$ cat src/rtl/spi_pkg.sv
// Shared SPI definitions: controller state encoding and SPI mode constants.
package spi_pkg;

   typedef enum logic [2:0] {
      IDLE,
      LEAD,
      HIGH,
      LOW,
      TRAIL,
      DONE
   } spi_state_e;

   // Mode 0: SCLK idles low, data sampled on the leading (rising) edge.
   localparam logic SPI_CPOL = 1'b0;
   localparam logic SPI_CPHA = 1'b0;

   // SCLK level for a given phase (active = inside the high half-period).
   function automatic logic spi_sclk_level(input logic active);
      return active ^ SPI_CPOL;
   endfunction

endpackage

$ cat src/rtl/spi_shift_reg.sv
// WIDTH-bit left-shifting register with parallel load, serial in and MSB serial out.
module spi_shift_reg
   import spi_pkg::*;
#(
   parameter int unsigned WIDTH = 8
) (
   input  logic             clk,
   input  logic             rst_n,
   input  logic             load_i,
   input  logic             shift_i,
   input  logic [WIDTH-1:0] load_data_i,
   input  logic             ser_i,
   output logic             ser_o,
   output logic [WIDTH-1:0] par_o
);

   logic [WIDTH-1:0] data_q;
   logic [WIDTH-1:0] data_d;

   // Next value: load wins over shift; shift moves towards the MSB.
   always_comb begin
      data_d = data_q;
      if (load_i) begin
         data_d = load_data_i;
      end else if (shift_i) begin
         data_d = {data_q[WIDTH-2:0], ser_i};
      end
   end

   // Register with synchronous active-low clear.
   always_ff @(posedge clk) begin
      if (!rst_n) begin
         data_q <= '0;
      end else begin
         data_q <= data_d;
      end
   end

   assign ser_o = data_q[WIDTH-1];
   assign par_o = data_q;

endmodule

$ cat src/rtl/spi_master_ctrl.sv
// SPI mode-0 master: one WIDTH-bit full-duplex transfer per accepted start.
module spi_master_ctrl
   import spi_pkg::*;
#(
   parameter int unsigned WIDTH  = 8,
   parameter int unsigned CLKDIV = 4
) (
   input  logic             clk,
   input  logic             rst_n,
   input  logic             start,
   input  logic [WIDTH-1:0] tx_data,
   output logic [WIDTH-1:0] rx_data,
   output logic             busy,
   output logic             done,
   output logic             sclk,
   output logic             cs_n,
   output logic             mosi,
   input  logic             miso
);

   localparam int unsigned BW = (WIDTH > 1) ? $clog2(WIDTH) : 1;
   localparam int unsigned DW = $clog2(CLKDIV) + 1;
   localparam logic [BW-1:0] LAST_BIT = BW'(WIDTH - 1);
   localparam logic [DW-1:0] DIV_LAST = DW'(CLKDIV - 1);
   localparam logic SAMPLE_ON_LEAD = (SPI_CPHA == 1'b0);

   spi_state_e       state_q, state_d;
   logic [DW-1:0]    div_q, div_d;
   logic [BW-1:0]    bit_q, bit_d;
   logic [WIDTH-1:0] rx_data_q, rx_data_d;

   logic             tx_load;
   logic             tx_shift;
   logic             rx_shift;
   logic             tx_msb;
   logic [WIDTH-1:0] tx_par;
   logic             rx_ser;
   logic [WIDTH-1:0] rx_word;
   logic             expire;
   logic             unused_taps;

   assign expire      = (div_q == DIV_LAST);
   assign unused_taps = ^{tx_par, rx_ser};
   assign rx_data     = rx_data_q;

   spi_shift_reg #(.WIDTH(WIDTH)) u_tx_sr (
      .clk         (clk),
      .rst_n       (rst_n),
      .load_i      (tx_load),
      .shift_i     (tx_shift),
      .load_data_i (tx_data),
      .ser_i       (1'b0),
      .ser_o       (tx_msb),
      .par_o       (tx_par)
   );

   spi_shift_reg #(.WIDTH(WIDTH)) u_rx_sr (
      .clk         (clk),
      .rst_n       (rst_n),
      .load_i      (1'b0),
      .shift_i     (rx_shift),
      .load_data_i ('0),
      .ser_i       (miso),
      .ser_o       (rx_ser),
      .par_o       (rx_word)
   );

   // State, divider, bit counter and output word registers.
   always_ff @(posedge clk) begin
      if (!rst_n) begin
         state_q   <= IDLE;
         div_q     <= '0;
         bit_q     <= '0;
         rx_data_q <= '0;
      end else begin
         state_q   <= state_d;
         div_q     <= div_d;
         bit_q     <= bit_d;
         rx_data_q <= rx_data_d;
      end
   end

   // Next-state, counter updates, shift strobes and pin levels per state.
   always_comb begin
      state_d   = state_q;
      div_d     = div_q + DW'(1);
      bit_d     = bit_q;
      rx_data_d = rx_data_q;
      tx_load   = 1'b0;
      tx_shift  = 1'b0;
      rx_shift  = 1'b0;
      cs_n      = 1'b0;
      sclk      = spi_sclk_level(1'b0);
      mosi      = 1'b0;
      busy      = 1'b1;
      done      = 1'b0;

      unique case (state_q)
         IDLE: begin
            cs_n  = 1'b1;
            busy  = 1'b0;
            div_d = '0;
            bit_d = '0;
            if (start) begin
               tx_load = 1'b1;
               state_d = LEAD;
            end
         end
         LEAD: begin
            mosi = tx_msb;
            if (expire) begin
               div_d    = '0;
               rx_shift = SAMPLE_ON_LEAD;
               state_d  = HIGH;
            end
         end
         HIGH: begin
            sclk = spi_sclk_level(1'b1);
            mosi = tx_msb;
            if (expire) begin
               div_d = '0;
               if (bit_q == LAST_BIT) begin
                  state_d = TRAIL;
               end else begin
                  bit_d    = bit_q + BW'(1);
                  tx_shift = 1'b1;
                  state_d  = LOW;
               end
            end
         end
         LOW: begin
            mosi = tx_msb;
            if (expire) begin
               div_d    = '0;
               rx_shift = SAMPLE_ON_LEAD;
               state_d  = HIGH;
            end
         end
         TRAIL: begin
            mosi = tx_msb;
            if (expire) begin
               div_d     = '0;
               rx_data_d = rx_word;
               state_d   = DONE;
            end
         end
         DONE: begin
            cs_n    = 1'b1;
            done    = 1'b1;
            div_d   = '0;
            state_d = IDLE;
         end
         default: begin
            cs_n    = 1'b1;
            div_d   = '0;
            state_d = IDLE;
         end
      endcase
   end

endmodule

$ cat config.mk
export PLATFORM = sky130hd
export DESIGN_NAME = spi_master_ctrl
export DESIGN_NICKNAME = d
export VERILOG_FILES = /design/src/rtl/spi_pkg.sv /design/src/rtl/spi_shift_reg.sv /design/src/rtl/spi_master_ctrl.sv
export SDC_FILE = /design/constraint.sdc
export NUM_CORES = 1
export LEC_CHECK = 0
export ABC_AREA = 1
export BUFFER_PORTS_ARGS = -buffer_cell sky130_fd_sc_hd__buf_2
export CAP_MARGIN = 10
export CELL_PAD_IN_SITES_DETAIL_PLACEMENT = 0
export CELL_PAD_IN_SITES_GLOBAL_PLACEMENT = 1
export CORE_MARGIN = 5
export CORE_UTILIZATION = 35
export CTS_BUF_LIST = sky130_fd_sc_hd__clkbuf_2
export DETAILED_ROUTE_END_ITERATION = 10
export PLACE_DENSITY = 0.74
export RECOVER_POWER = 100
export SLEW_MARGIN = 20
export SYNTH_ARGS = -nofsm -noshare
export SYNTH_HDL_FRONTEND = slang
export SYNTH_SLANG_ARGS = --single-unit
export TNS_END_PERCENT = 1
$ cat constraint.sdc
create_clock -name clk -period 1.25 [get_ports clk]
set_input_delay 0.25 -clock clk [delete_from_list [all_inputs] [get_ports clk]]
set_output_delay 0.25 -clock clk [all_outputs]
set_load 0.05 [all_outputs]
==> out/results.ini, run 1 <==
[status]
status=finished, violations left
violations=negative setup slack

[timing]
finalCritPeriodShare=1.27
hold_violations=0
worst_hold_slack_ns=0.169
slew_headroom=0.761
grt_setup_unrepaired=yes
period_minus_slack_ns=1.59
setup_viol=25
finalWorstSetupSlack_ns=-0.343
fin_skew_ns=0.00343
worst_pin_slew_ns=0.359
fmax_ghz=0.628
finalMaxSlewViolations=0

[finish]
drive_above_1_share=0.382
regArea_um2=676
n_fill_cell=429
antenna_cells=0
finalCoreUtilization=0.515
nets=278
final_cells=314
area_delta_synth_final_pct=45.1
multi_input_area_um2=821

[yosys]
syn_inst=206
synth_fp_nets=223
synthAdderAreaFrac=0.0411
ys_warn_count=0
synthFlopType=dfxtp_1
synth.distinct_cells=21
avgSynthCellArea_um2=7.39
synth-seq-cells=33
synth-simple-area-share=0.265
yosys-mux-area-fraction=0
synth_edf_count=0
synth_area_leaders=dfxtp_1 (43%), o21ai_0 (7.2%), inv_1 (7.1%)
synth_top_area_frac=0.434
netlist_area_um2=1520
ys_async_sr_fraction=0
synth_compound_area_frac=0.143
ys_top_cells_by_count=dfxtp_1 (33), inv_1 (29), nand2_1 (28)
synth.most_common_cell=dfxtp_1
synth_top_family_by_area=simple AND/OR/NAND/NOR gates
yosysTopAreaCell=dfxtp_1
seq_area_frac_synth=0.434
synth_xor_area_frac=0

[clocking]
cts_tree=done
cts_buffer_depth=2
clkLatencyLatePin_ns=0.35
cts_buffers=5
cts.sinks=33
h-tree-depth=2
cts_hold_buf=0
cts-root-buf=clkbuf_2
clkTransAtPathRegs_ns=0.17

[global_route]
grt_pass1_vias=1345
grt_max_degree=22
grt_pass1_wl_um=5780
grt_usage=0.119
grt_overflow=0
antenna_found_initial=0

[placed_design]
placed_cells=300
gp_congestion=0.770
pre_cts_slack_ns=-0.190
dp_hpwl_um=2360
io_buffers=24

[pwr]
seqPwrFrac=0.338
power.switching_fraction=0.402
vdd_drop_max_uv=1740
p_sw_uw=1750
power_leakage_uw=0.000941
finalPower_uw=4350
clkPwrFrac=0.160
p_int_uw=2600
power.density_nw_per_um2=1970
combinationalPowerShare=0.502

[route]
vias=1451
antenna_left=0
wire_per_inst_um=10.8
routed_wl_um=3400
firstDrtPassIters=4
viasPerCell=4.62
drc=0
drtIter0Drc=95

[worst_hold_path]
min_path_type=input pin to flip-flop

[worst_setup_path]
cp-start-kind=flip-flop
path_class=flip-flop to primary output
arrival_ns=1.34
cp-end-kind=primary output
required_ns=1.00
cp_max_fo=4

[floorplan]
start_util=0.355
core_um2=4290
die_area_um2=5770
rows=24
num_io_pins=25
die_w_um=76.0
die_y_um=76.0

[flow_run]
cap_violations=0

## stage by stage
stage,cell area [um^2],setup TNS [ns]
final,2210,-3.07
after detailed placement,1880,-3.54
after CTS,2140,-2.89
after global placement,1880,-2.39
after global routing,2210,-5.56
after floorplan,1560,-0.728
## critical path: stages, from the launching register on
cell and delay [ns]:
dfxtp_4 0.41, nor2_4 0.14, nand2_4 0.08, nand3_4 0.08, buf_6 0.11, inv_2 0.03
buf_6 0.14
## registers in the layout, summed over array words and instances (netlist names)
signal / count
bit_q: 3
div_q: 3
rx_data: 8
state_q: 3
u_rx_sr.par_o: 8
u_tx_sr.par_o: 8
## cell families (layout without fill, tap and decap cells)
family                   Yosys count  after routing
AO/OA/AOI/OAI                     43             43
adder cells (fa/ha/maj)            5              5
buffers and inverters             39             95
flip-flops                        33             33
AND/OR/NAND/NOR                   86             86
## power by group through the flow
stage	sequential [uW]	clock, uW	combinational [uW]
global placement	1440	0	1720
global route	1500	786	2400
floorplan	1420	0	1230
CTS	1460	729	2070
finish	1470	696	2180
detailed placement	1440	0	1720
## layout make-up
class	count	area share
clock buffers	6	0.0136
multi-input cells	134	0.371
inverters	30	0.0527
clock inverters	2	0.0153
well taps	52	0.0294
repair buffers	57	0.212
flip-flops and latches	33	0.306
## what timing repair did
action,CTS,global route
gates cloned,0,0
gates resized for setup,51,23
setup buffers,4,2
pin swaps,5,4
setup endpoints to repair,43,41
## final timing paths
path | cells after the start | to | from | slack, ns
worst max-delay path | 6 | cs_n | state_q[0] | -0.34
worst min register to register | 1 | div_q[0] | div_q[0] | 0.44
worst max register to register | 8 | u_tx_sr.par_o[6] | state_q[0] | -0.16
worst min-delay path | 3 | u_rx_sr.par_o[0] | miso | 0.17
## per-layer routing
layer | part of all wire | routed length, um | up-vias | track usage
met2 | 0.46 | 1580 | 22 | 0.184
li1 | - | - | 776 | -
met1 | 0.48 | 1640 | 649 | 0.156
met3 | 0.041 | 139 | 4 | 0.0367
met5 | 0 | 0 | - | 0
met4 | 0.011 | 36 | 0 | 0.0427
## placed cells by master, fill, tap and decap left out, drive strengths merged
| cell type | synthesis | layout |
|---|---|---|
| nor2 | 29 | 29 |
| nand4 | 8 | 8 |
| a21boi | 1 | 1 |
| buf | 7 | 56 |
| clkinvlp | 0 | 1 |
| ha | 5 | 5 |
| nand3 | 17 | 17 |
| a21oi | 19 | 19 |
| inv | 30 | 29 |
| o21ai | 23 | 23 |
| bufinv | 0 | 1 |
| dfxtp | 33 | 33 |
| clkbuf | 2 | 7 |
| nand2 | 32 | 32 |
| clkinv | 0 | 1 |
No activity file was read; power rests on OpenSTA's default activity.
==> run 2: changes to the inputs <==
REMOVE_ABC_BUFFERS = 1   (was default)
==> run 2 against run 1 <==
Effect of this change:
- the flow still finishes with violations (negative setup slack)
- register-to-register slack worse by 0.03 ns
- combinational power down 6%
- maximum frequency about the same
- worst setup slack about the same
==> out/results.ini, run 2 (synthesis gave the netlist of run 1 again) <==
[status]
status=finished, violations left  ; unchanged
violations=negative setup slack  ; unchanged

[timing]
fmax_ghz=0.628  ; about the same
hold_violations=0  ; unchanged
setup_viol=28  ; was 25
slew_headroom=0.683  ; was 0.761
fin_skew_ns=0.0143  ; was 0.00343 ns
grt_setup_unrepaired=yes  ; unchanged
period_minus_slack_ns=1.59  ; about the same
finalMaxSlewViolations=0  ; unchanged
worst_hold_slack_ns=0.140  ; was 0.169 ns
worst_pin_slew_ns=0.475  ; was 0.359 ns
finalWorstSetupSlack_ns=-0.343  ; about the same
finalCritPeriodShare=1.27  ; about the same

[worst_setup_path]
cp_max_fo=5  ; was 4
cp-start-kind=flip-flop  ; unchanged
slowest_stage=dfxtp_4  ; unchanged
path_class=flip-flop to primary output  ; unchanged
arrival_ns=1.34  ; about the same
cp-end-kind=primary output  ; unchanged
required_ns=1.00  ; about the same
rr_startpoint=div_q[1]  ; was state_q[0]
cp_cell_sequence=nor2_4 -> nand2_2 -> nand3_4 -> nand2_2 -> inv_2 -> buf_8  ; was nor2_4 -> nand2_4 -> nand3_4 -> buf_6 -> inv_2 -> buf_6
path_common_cell=nand2_2  ; was buf_6
startpoint=state_q[2]  ; was state_q[0]
worst_path_largest_cell_delay_ns=0.41  ; about the same

[floorplan]
rows=24  ; unchanged
num_io_pins=25  ; unchanged
die_area_um2=5770  ; unchanged
core_um2=4290  ; unchanged
start_util=0.355  ; unchanged
die_w_um=76.0  ; unchanged
die_y_um=76.0  ; unchanged

[flow_run]
cap_violations=0  ; unchanged

[finish]
final_cell_mix=inv_1 (26), nor2_1 (26), nand2_1 (23), dfxtp_1 (20)  ; was buf_4 (30), dfxtp_1 (27), inv_1 (25), nor2_1 (25), nand2_1 (23)
final_cells=305  ; was 314
drive_above_1_share=0.375  ; was 0.382
n_fill_cell=424  ; was 429
area_delta_synth_final_pct=40.7  ; was 45.1%
antenna_cells=0  ; unchanged
nets=269  ; was 278
stdcell_area_um2=2140  ; was 2210 um^2

[global_route]
grt_pass1_vias=1363  ; was 1,345
grt_max_degree=26  ; was 22
grt_overflow=0  ; unchanged
antenna_found_initial=0  ; unchanged
grt_pass1_wl_um=5730  ; was 5780 um
grt_usage=0.121  ; was 0.119

[placed_design]
gp_congestion=0.813  ; was 0.770
dp_hpwl_um=2230  ; was 2360 um
io_buffers=24  ; unchanged
place_area_um2=1850  ; was 1880 um^2
placed_cells=296  ; was 300

[pwr]
finalPower_uw=4200  ; was 4350 uW
p_sw_uw=1700  ; was 1750 uW
power.density_nw_per_um2=1960  ; was 1970 nW/um^2
p_int_uw=2500  ; was 2600 uW
vdd_drop_max_uv=673  ; was 1740 uV
clkPwrFrac=0.172  ; was 0.160
combinationalPowerShare=0.486  ; was 0.502
power.switching_fraction=0.405  ; was 0.402
power_leakage_uw=0.000911  ; was 0.000941 uW
seqPwrFrac=0.342  ; was 0.338

[clocking]
cts_tree=done  ; unchanged
h-tree-depth=2  ; unchanged
cts_buffer_depth=2  ; unchanged
cts_buffers=5  ; unchanged
cts-root-buf=clkbuf_2  ; unchanged
clkTransAtPathRegs_ns=0.18  ; was 0.17 ns
cts.sinks=33  ; unchanged
clkLatencyLatePin_ns=0.38  ; was 0.35 ns
cts_hold_buf=0  ; unchanged

[route]
vias=1420  ; was 1,451
wire_per_inst_um=11.3  ; was 10.8 um
drtIter0Drc=49  ; was 95
antenna_left=0  ; unchanged
firstDrtPassIters=4  ; unchanged
drc=0  ; unchanged
routed_wl_um=3460  ; was 3400 um
viasPerCell=4.66  ; was 4.62

[worst_hold_path]
min_path_type=input pin to flip-flop  ; unchanged
hp-start=miso  ; unchanged

[run 2: changes by cell type in the layout (fill, tap and decap cells not counted), moves of 2 or more]
cell and change:
buf_4 -11, dfxtp_1 -7, dfxtp_2 +7, buf_12 +3, ha_4 -3, o21ai_0 -3, ha_1 +2, nand2_2 +2
nand2_4 -2, o21ai_1 +2
[run 2: area by class of cell]
class | count | area [um^2] | share of cell area
timing repair buffer | 48 | 434 | 0.203
sequential | 33 | 684 | 0.320
tap | 52 | 65.1 | 0.0304
multi-input combinational | 134 | 777 | 0.363
inverter | 30 | 115 | 0.0537
clock buffer | 5 | 25.0 | 0.0117
clock inverter | 3 | 41.3 | 0.0193
[run 2: worst paths after layout]
kind                      end  slack, ns  cells after the start
max                      mosi      -0.34                      6
min          u_rx_sr.par_o[0]       0.14                      3
min reg2reg          div_q[0]       0.41                      1
max reg2reg        state_q[2]      -0.19                     10
[run 2: timing repair]
action / in CTS / in global routing
pin swaps: 3 / 5
gates resized for setup: 38 / 52
buffers inserted: 1 / 0
setup endpoints to repair: 45 / 43
[run 2: metal layers]
metal  track usage  routed length, um
met1         0.147               1630
met2         0.191               1640
met3        0.0557                177
met4        0.0320                 10
met5             0                  0
[run 2: through the flow]
| step | setup WS [ns] | util | setup TNS [ns] |
|---|---|---|---|
| 6_report | -0.343 | 0.499 | -3.61 |
| 5_1_grt | -0.433 | 0.499 | -7.77 |
| 4_1_cts | -0.386 | 0.477 | -3.58 |
| 3_5_place_dp | -0.217 | 0.432 | -3.96 |
| 3_3_place_gp | -0.171 | 0.432 | -3.37 |
| 2_1_floorplan | -0.218 | - | -3.51 |
[run 2: power groups by stage]
stage               logic, uW  registers, uW  clock network [uW]
floorplan                1090           1400                   0
global placement         1740           1420                   0
detailed placement       1720           1420                   0
CTS                      1920           1430                 752
global route             2250           1460                 802
finish                   2040           1440                 724
[run 2: critical path: cells and delay by family, from the launching register on]
kind,cells,cell delay (ns)
AND/OR/NAND/NOR,4,0.36
buffers and inverters,2,0.18
flip-flops,1,0.41
